<file path="src/rtl/ps2_rx_fifo.sv">
// rtl/ps2_rx_fifo.sv - PS/2 keyboard receiver feeding a first-word fall-through byte FIFO
// Parity checking is compiled in only when PS2_RX_PARITY_CHECK_EN is defined.
module ps2_rx_fifo #(
  parameter int FIFO_DEPTH     = 8,
  parameter int SYNC_STAGES    = 2,
  parameter int TIMEOUT_CYCLES = 50000
) (
  input  logic                          CLOCK_50,
  input  logic                          Resetn,
  input  logic                          PS2_CLK,
  input  logic                          PS2_DAT,
  input  logic                          rd_en,
  input  logic                          clr_err,
  output logic [7:0]                    rd_data,
  output logic                          empty,
  output logic [$clog2(FIFO_DEPTH):0]   count,
  output logic                          frame_err,
  output logic                          overflow
);

  localparam int AW = $clog2(FIFO_DEPTH);
  localparam int CW = AW + 1;
  localparam int TW = $clog2(TIMEOUT_CYCLES + 1);
  localparam logic [TW-1:0] TMO_LAST = TW'(TIMEOUT_CYCLES - 1);

  typedef enum logic [1:0] {S_IDLE, S_DATA, S_PARITY, S_STOP} state_t;

  logic [SYNC_STAGES-1:0] clk_sync_q;
  logic [SYNC_STAGES-1:0] dat_sync_q;
  logic                   fe;
  logic                   dat_s;

  state_t      state_q, state_d;
  logic [2:0]  bit_cnt_q, bit_cnt_d;
  logic [7:0]  shift_q, shift_d;
  logic        par_q, par_d;
  logic [TW-1:0] tmo_q, tmo_d;
  logic        tmo_hit;
  logic        parity_ok;
  logic        push;
  logic        frame_set;

  logic [7:0]    mem [FIFO_DEPTH];
  logic [AW-1:0] wr_ptr_q, wr_ptr_d;
  logic [AW-1:0] rd_ptr_q, rd_ptr_d;
  logic [CW-1:0] count_q, count_d;
  logic [7:0]    rd_data_q, rd_data_d;
  logic          frame_err_q, overflow_q;
  logic          pop, full, wr_en, ovf_set;
  logic [7:0]    head_d;

  // Synchronisers idle high so release from reset never looks like a falling edge.
  always_ff @(posedge CLOCK_50) begin
    if (!Resetn) begin
      clk_sync_q <= '1;
      dat_sync_q <= '1;
    end else begin
      clk_sync_q <= {clk_sync_q[SYNC_STAGES-2:0], PS2_CLK};
      dat_sync_q <= {dat_sync_q[SYNC_STAGES-2:0], PS2_DAT};
    end
  end

  assign fe    = clk_sync_q[SYNC_STAGES-1] & ~clk_sync_q[SYNC_STAGES-2];
  assign dat_s = dat_sync_q[SYNC_STAGES-1];

  always_ff @(posedge CLOCK_50) begin
    if (!Resetn) begin
      state_q   <= S_IDLE;
      bit_cnt_q <= '0;
      shift_q   <= '0;
      par_q     <= 1'b0;
      tmo_q     <= '0;
    end else begin
      state_q   <= state_d;
      bit_cnt_q <= bit_cnt_d;
      shift_q   <= shift_d;
      par_q     <= par_d;
      tmo_q     <= tmo_d;
    end
  end

  assign tmo_hit = (state_q != S_IDLE) && !fe && (tmo_q == TMO_LAST);

  always_comb begin
    state_d   = state_q;
    bit_cnt_d = bit_cnt_q;
    shift_d   = shift_q;
    par_d     = par_q;
    if (state_q == S_IDLE || fe) tmo_d = '0;
    else                         tmo_d = tmo_q + 1'b1;
    case (state_q)
      S_IDLE: begin
        if (fe && !dat_s) begin
          state_d   = S_DATA;
          bit_cnt_d = '0;
          shift_d   = '0;
        end
      end
      S_DATA: begin
        if (fe) begin
          shift_d[bit_cnt_q] = dat_s;
          bit_cnt_d          = bit_cnt_q + 1'b1;
          if (bit_cnt_q == 3'd7) state_d = S_PARITY;
        end
      end
      S_PARITY: begin
        if (fe) begin
          par_d   = dat_s;
          state_d = S_STOP;
        end
      end
      S_STOP: begin
        if (fe) state_d = S_IDLE;
      end
      default: state_d = S_IDLE;
    endcase
    if (tmo_hit) begin
      state_d   = S_IDLE;
      bit_cnt_d = '0;
    end
  end

`ifdef PS2_RX_PARITY_CHECK_EN
  assign parity_ok = ^{shift_q, par_q};
`else
  assign parity_ok = 1'b1;
`endif

  always_comb begin
    push      = fe && (state_q == S_STOP) && dat_s && parity_ok;
    frame_set = (fe && (state_q == S_STOP) && !(dat_s && parity_ok)) || tmo_hit;
  end

  assign pop     = rd_en && (count_q != '0);
  assign full    = (count_q == CW'(FIFO_DEPTH));
  assign wr_en   = push && (!full || pop);
  assign ovf_set = push && full && !pop;

  always_comb begin
    wr_ptr_d = wr_en ? wr_ptr_q + 1'b1 : wr_ptr_q;
    rd_ptr_d = pop ? rd_ptr_q + 1'b1 : rd_ptr_q;
    count_d  = count_q + CW'(wr_en) - CW'(pop);
    // The byte landing this edge is the new head when nothing older remains.
    head_d    = (wr_en && (wr_ptr_q == rd_ptr_d)) ? shift_q : mem[rd_ptr_d];
    rd_data_d = (count_d != '0) ? head_d : rd_data_q;
  end

  always_ff @(posedge CLOCK_50) begin
    if (wr_en) mem[wr_ptr_q] <= shift_q;
  end

  always_ff @(posedge CLOCK_50) begin
    if (!Resetn) begin
      wr_ptr_q    <= '0;
      rd_ptr_q    <= '0;
      count_q     <= '0;
      rd_data_q   <= 8'h00;
      frame_err_q <= 1'b0;
      overflow_q  <= 1'b0;
    end else begin
      wr_ptr_q    <= wr_ptr_d;
      rd_ptr_q    <= rd_ptr_d;
      count_q     <= count_d;
      rd_data_q   <= rd_data_d;
      frame_err_q <= (frame_err_q && !clr_err) || frame_set;
      overflow_q  <= (overflow_q && !clr_err) || ovf_set;
    end
  end

  assign rd_data   = rd_data_q;
  assign empty     = (count_q == '0);
  assign count     = count_q;
  assign frame_err = frame_err_q;
  assign overflow  = overflow_q;

endmodule

</file>
<file path="config.mk">
export PLATFORM = sky130hd
export DESIGN_NAME = ps2_rx_fifo
export DESIGN_NICKNAME = d
export VERILOG_FILES = /design/src/rtl/ps2_rx_fifo.sv
export SDC_FILE = /design/constraint.sdc
export NUM_CORES = 1
export LEC_CHECK = 0
export ABC_AREA = 1
export BUFFER_PORTS_ARGS = -buffer_cell sky130_fd_sc_hd__buf_4
export CAP_MARGIN = 20
export CORE_MARGIN = 5
export CORE_UTILIZATION = 50
export CTS_CLUSTER_DIAMETER = 150
export DETAILED_ROUTE_END_ITERATION = 10
export PLACE_DENSITY = 0.68
export SETUP_SLACK_MARGIN = 0.3
export SYNTH_ARGS = -nofsm -noshare
export SYNTH_HDL_FRONTEND = slang
export SYNTH_SLANG_ARGS = --single-unit
</file>
<file path="constraint.sdc">
create_clock -name CLOCK_50 -period 7.5 [get_ports CLOCK_50]
set_input_delay 0.375 -clock CLOCK_50 [delete_from_list [all_inputs] [get_ports CLOCK_50]]
set_output_delay 0.375 -clock CLOCK_50 [all_outputs]
set_load 0.01 [all_outputs]
</file>
==> results.md <==
- The flow ran to the end, and the final reports show no timing, DRC or antenna violations.
- The cell area after synthesis is 5463 µm².
- The buffers inserted during post-CTS setup optimization is 0.
- Hold is met by 0.04076 ns.
- The flop and latch count out of synthesis is 117.
- After filler insertion, the fill cell instance count of the layout stands at 932.
- The count of endpoints failing setup in the final report is 0.
- The first-pass iteration count of the detailed router is 7.
- Once detailed placement completed, the half-perimeter wirelength came to 8048 µm.
- The post-placement worst setup slack is 4.276 ns.
- Ranked by total cell area, the synthesized netlist is headed by edfxtp_1, dfxtp_1, nand2_1.
- The count of placed standard cells in the final layout, fillers left out is 817.
- The number of cells on the worst reg-to-reg path is 16.
- The first routing iteration left 300 violations.
- The number of failing hold endpoints at the final stage is 0.
- Setup repair after global routing left no endpoint under its margin.
- By startpoint and endpoint, the worst setup path is classified as flip-flop to flip-flop.
- STA puts the critical path data arrival time at 3.70 ns.
- The overall power of the completed layout is 2.175 mW.
- The worst-margin pin slew is 0.7314 ns.
- The synthesized design contains 64 enable-type register cells.
- The clock transition at the registers of the reported paths is 0.06 ns.
- The register area share after synthesis is 54.60%.
- The number of core rows is 38.
- In the final routed layout, each cell accounts on average for 14.54 µm.
- The via count is 4,149.
- The number of diodes is 0.
- Of all nets on the critical path, the largest fanout is 16.
- For this run, design rule violations remaining after detail routing come to 0.
- The share of total power dissipated in the clock network is 32.7%.
- The TritonCTS clock tree is built.
- The synthesis warning total is 0.
- Clock tree synthesis found a total of 117 sinks.
- A synthesized cell averages 8.603 µm².
- The floorplan die area is 13,120 µm².
- The critical path ends at rd_data[4]$_SDFFE_PN0P_.
- In the routed layout, each cell is associated on average with a via count of 5.078.
- The core region is 10,790 µm².
- The min-delay analysis places its worst path in the category input port to flip-flop.
- The number of buffers inserted by port buffering is 20.
- Yosys mapped the design onto 34 distinct sky130hd cell types.
- The worst setup margin is 4.208 ns.
- The final net count is 686.
- Clock tree synthesis inserted a total of 17 buffers.
- The via count of the first global-routing pass is 4,139.
- The top cell type by area accounts for 35.18% of the synthesized area.
- The tightest slew margin relative to the limit is 51.06%.
- The biggest area contributor in the post-synthesis netlist is edfxtp_1.
- The area overhead of the layout relative to synthesis is 14.61%.
- The H-tree depth is 4.
- The largest net degree at the start of global routing is 33.
- In this run the clock root is driven by a clkbuf_8.
- The proportion of layout cells with a drive suffix above 1 is 11.67%.
- The count of nets left with antenna violations once routing finished came out at 0.
- The maximum ir drop on the vdd rail is 174.4 µV.
- The number of pins exceeding their max-slew limit in the final report is 0.
- The number of hold-repair buffers added at the cts stage is 0.
- For flop-to-flop paths, the worst setup slack is 4.21 ns.
- The starting density of the core is 50.61%.
- Post-CTS repair changed the size of 0 cells.
- Once placement completed, the tool counted placed cells totaling 782.
- The total grt overflow is 0.
- The die is 114.5 µm wide.
- Across the run, the number of max-cap violations was 0.
- For this design the total switching power over the nets is 780.2 µW.
- The total internal power is 1.395 mW.
- In this run the power density over the cells is 347.4 nW/µm².
- The sequential share of power is 34.2%.
- Combinational logic burns 33.1% of the power.
- The kind of start point of the critical path is a flip-flop.
- The first global-routing pass estimated 19,850 µm of wire.
- The post-layout minimum cycle time is 3.292 ns.
- The startpoint identified for the worst register-to-register timing path is count[2]$_SDFF_PN0_.
- In the post-synthesis netlist, the cell with the most instances is nand2_1.
- The clock insertion delay at the later pin of the skew report is 0.52 ns.
- The maximum clock path buffer count is 2.
- For this design the static power due to leakage is 2.695 nW.
- The required time at the endpoint of the critical path is 7.91 ns.
- For the final routed database, the setup TNS stands at 0 ns.
- The floorplan step set the die height to 114.5 µm.
- Global routing consumed, over all layers together, 19.84% of the routing resources.
- Clock skew on the completed layout was measured at 0.005163 ns.
- The endpoint kind of the worst setup timing path is a flip-flop.
- The dominant register cell in the synthesized netlist is edfxtp_1.
- Routability-driven placement finished with a final weighted congestion of 0.8621.
- After detailed routing, the total wire length is 11,880 µm.
- During I/O placement, the number of pins put on the boundary was 21.
- Counting every instance in the synthesized netlist gives 635.
- The endpoint of the worst-slack reg-to-reg timing path is rd_data[4]$_SDFFE_PN0P_.
- The number of nets produced by synthesis is 657.
- For this run, asynchronously set or reset flops after synthesis account for 0%.
- The highest attainable clock frequency is 0.3038 GHz.
- The post-route clock period utilization is 43.89%.
- In the synthesized netlist, the cells that appear most often are nand2_1, inv_1, nor2_1, edfxtp_1, nand3_1.
- The fraction of power spent switching nets is 35.87%.
- Tracing the worst setup path back leads to its startpoint at count[2]$_SDFF_PN0_.
- The initial antenna violation count was 0.
==> logic make-up (layout without fill, tap and decap cells) <==
family | Yosys count | in the layout | share of synthesized area, %
buf+inv | 126 | 168 | 9.184
compound gates | 61 | 61 | 5.749
xor+xnor | 5 | 5 | 0.8018
simple gates | 310 | 310 | 25.86
flops | 117 | 117 | 54.60
fa+ha+maj | 16 | 16 | 3.802
==> critical path: stages, from the launching register on <==
cell and delay, ns:
dfxtp_1 0.33, inv_1 0.09, ha_1 0.23, nand2_2 0.15, nand2_4 0.11, a21oi_2 0.21
inv_1 0.11, ha_1 0.30, inv_1 0.06, ha_1 0.15, inv_1 0.05, fa_1 0.37
xnor2_1 0.15, nor2_1 0.09, nand3_1 0.37, o21ai_0 0.32, nor2_1 0.07
==> power by group through the flow <==
stage	Clock [mW]	Combinational (mW)	Sequential, mW
global placement	0	0.701	0.754
floorplan	0	0.528	0.765
finish	0.711	0.720	0.744
CTS	0.722	0.722	0.744
global route	0.758	0.823	0.748
detailed placement	0	0.716	0.757
==> area by class of cell <==
cell class / instances / area, µm² / area share, %
flip-flops and latches: 117 / 2983 / 47.64
multi-input cells: 392 / 1978 / 31.59
clock buffers: 20 / 435.4 / 6.954
inverters: 111 / 416.7 / 6.655
repair buffers: 25 / 185.2 / 2.958
well taps: 140 / 175.2 / 2.798
clock inverters: 12 / 87.58 / 1.399
==> sequential cells by signal, indices dropped and copies added, names as in the netlist <==
signal,count
state_q,2
rd_ptr_q,3
clk_sync_q,2
bit_cnt_q,3
count,4
frame_err,1
rd_data,8
tmo_q,16
shift_q,8
mem,64
wr_ptr_q,3
overflow,1
dat_sync_q,2
==> metrics by stage <==
stage	utilization, %	cell area [µm²]
floorplan	-	5463
global placement	52.91	5710
detailed placement	52.96	5715
CTS	57.80	6238
global route	58.01	6261
finish	58.01	6261
==> cell usage in the layout, fill, tap and decap left out <==
master	netlist	final
nor2_1	69	69
xor2_1	3	3
clkbuf_1	6	2
clkinvlp_4	0	1
ha_1	15	15
or2_2	5	5
a21oi_2	1	1
a211oi_1	2	2
nor4_1	2	2
clkbuf_8	0	2
inv_2	4	4
nand3b_1	2	2
fa_1	1	1
clkbuf_4	0	3
clkbuf_16	0	16
bufinv_16	0	1
nor2_4	1	1
o21ai_0	28	28
xnor2_1	2	2
buf_4	5	21
dfxtp_1	53	53
nand3_2	2	2
nor3b_1	2	2
nand2_1	124	124
edfxtp_1	64	64
nand2_2	6	6
clkinv_2	0	6
nor3b_2	1	1
nand2_4	4	4
nor3_1	17	17
a21oi_1	30	30
buf_2	2	1
clkinv_1	1	4
nand3_4	1	1
inv_1	106	106
nand3_1	62	62
nand4_1	10	10
clkinv_4	0	1
nor2_2	2	2
==> routing by layer <==
metal  up-vias  wire, µm  share of wire [%]  track usage, %
met5         -         0                  0               0
met4         0       323                2.7           9.105
met2        98      5753                 48           32.75
met1      1906      5128                 43           24.10
li1       2113         -                  -               -
met3        32       678                5.7           5.444
==> worst min-delay path by stage <==
stage,startpoint,end,slack [ns],cells after the start
after floorplan,dat_sync_q[0]$_SDFF_PN1_,dat_sync_q[1]$_SDFF_PN1_,0.39,1
after global placement,dat_sync_q[0]$_SDFF_PN1_,dat_sync_q[1]$_SDFF_PN1_,0.40,1
after detailed placement,dat_sync_q[0]$_SDFF_PN1_,dat_sync_q[1]$_SDFF_PN1_,0.40,1
after CTS,PS2_DAT,dat_sync_q[0]$_SDFF_PN1_,0.02,2
after global routing,PS2_DAT,dat_sync_q[0]$_SDFF_PN1_,0.03,2
final,PS2_DAT,dat_sync_q[0]$_SDFF_PN1_,0.04,2
Power figures use the tool's default switching activity.
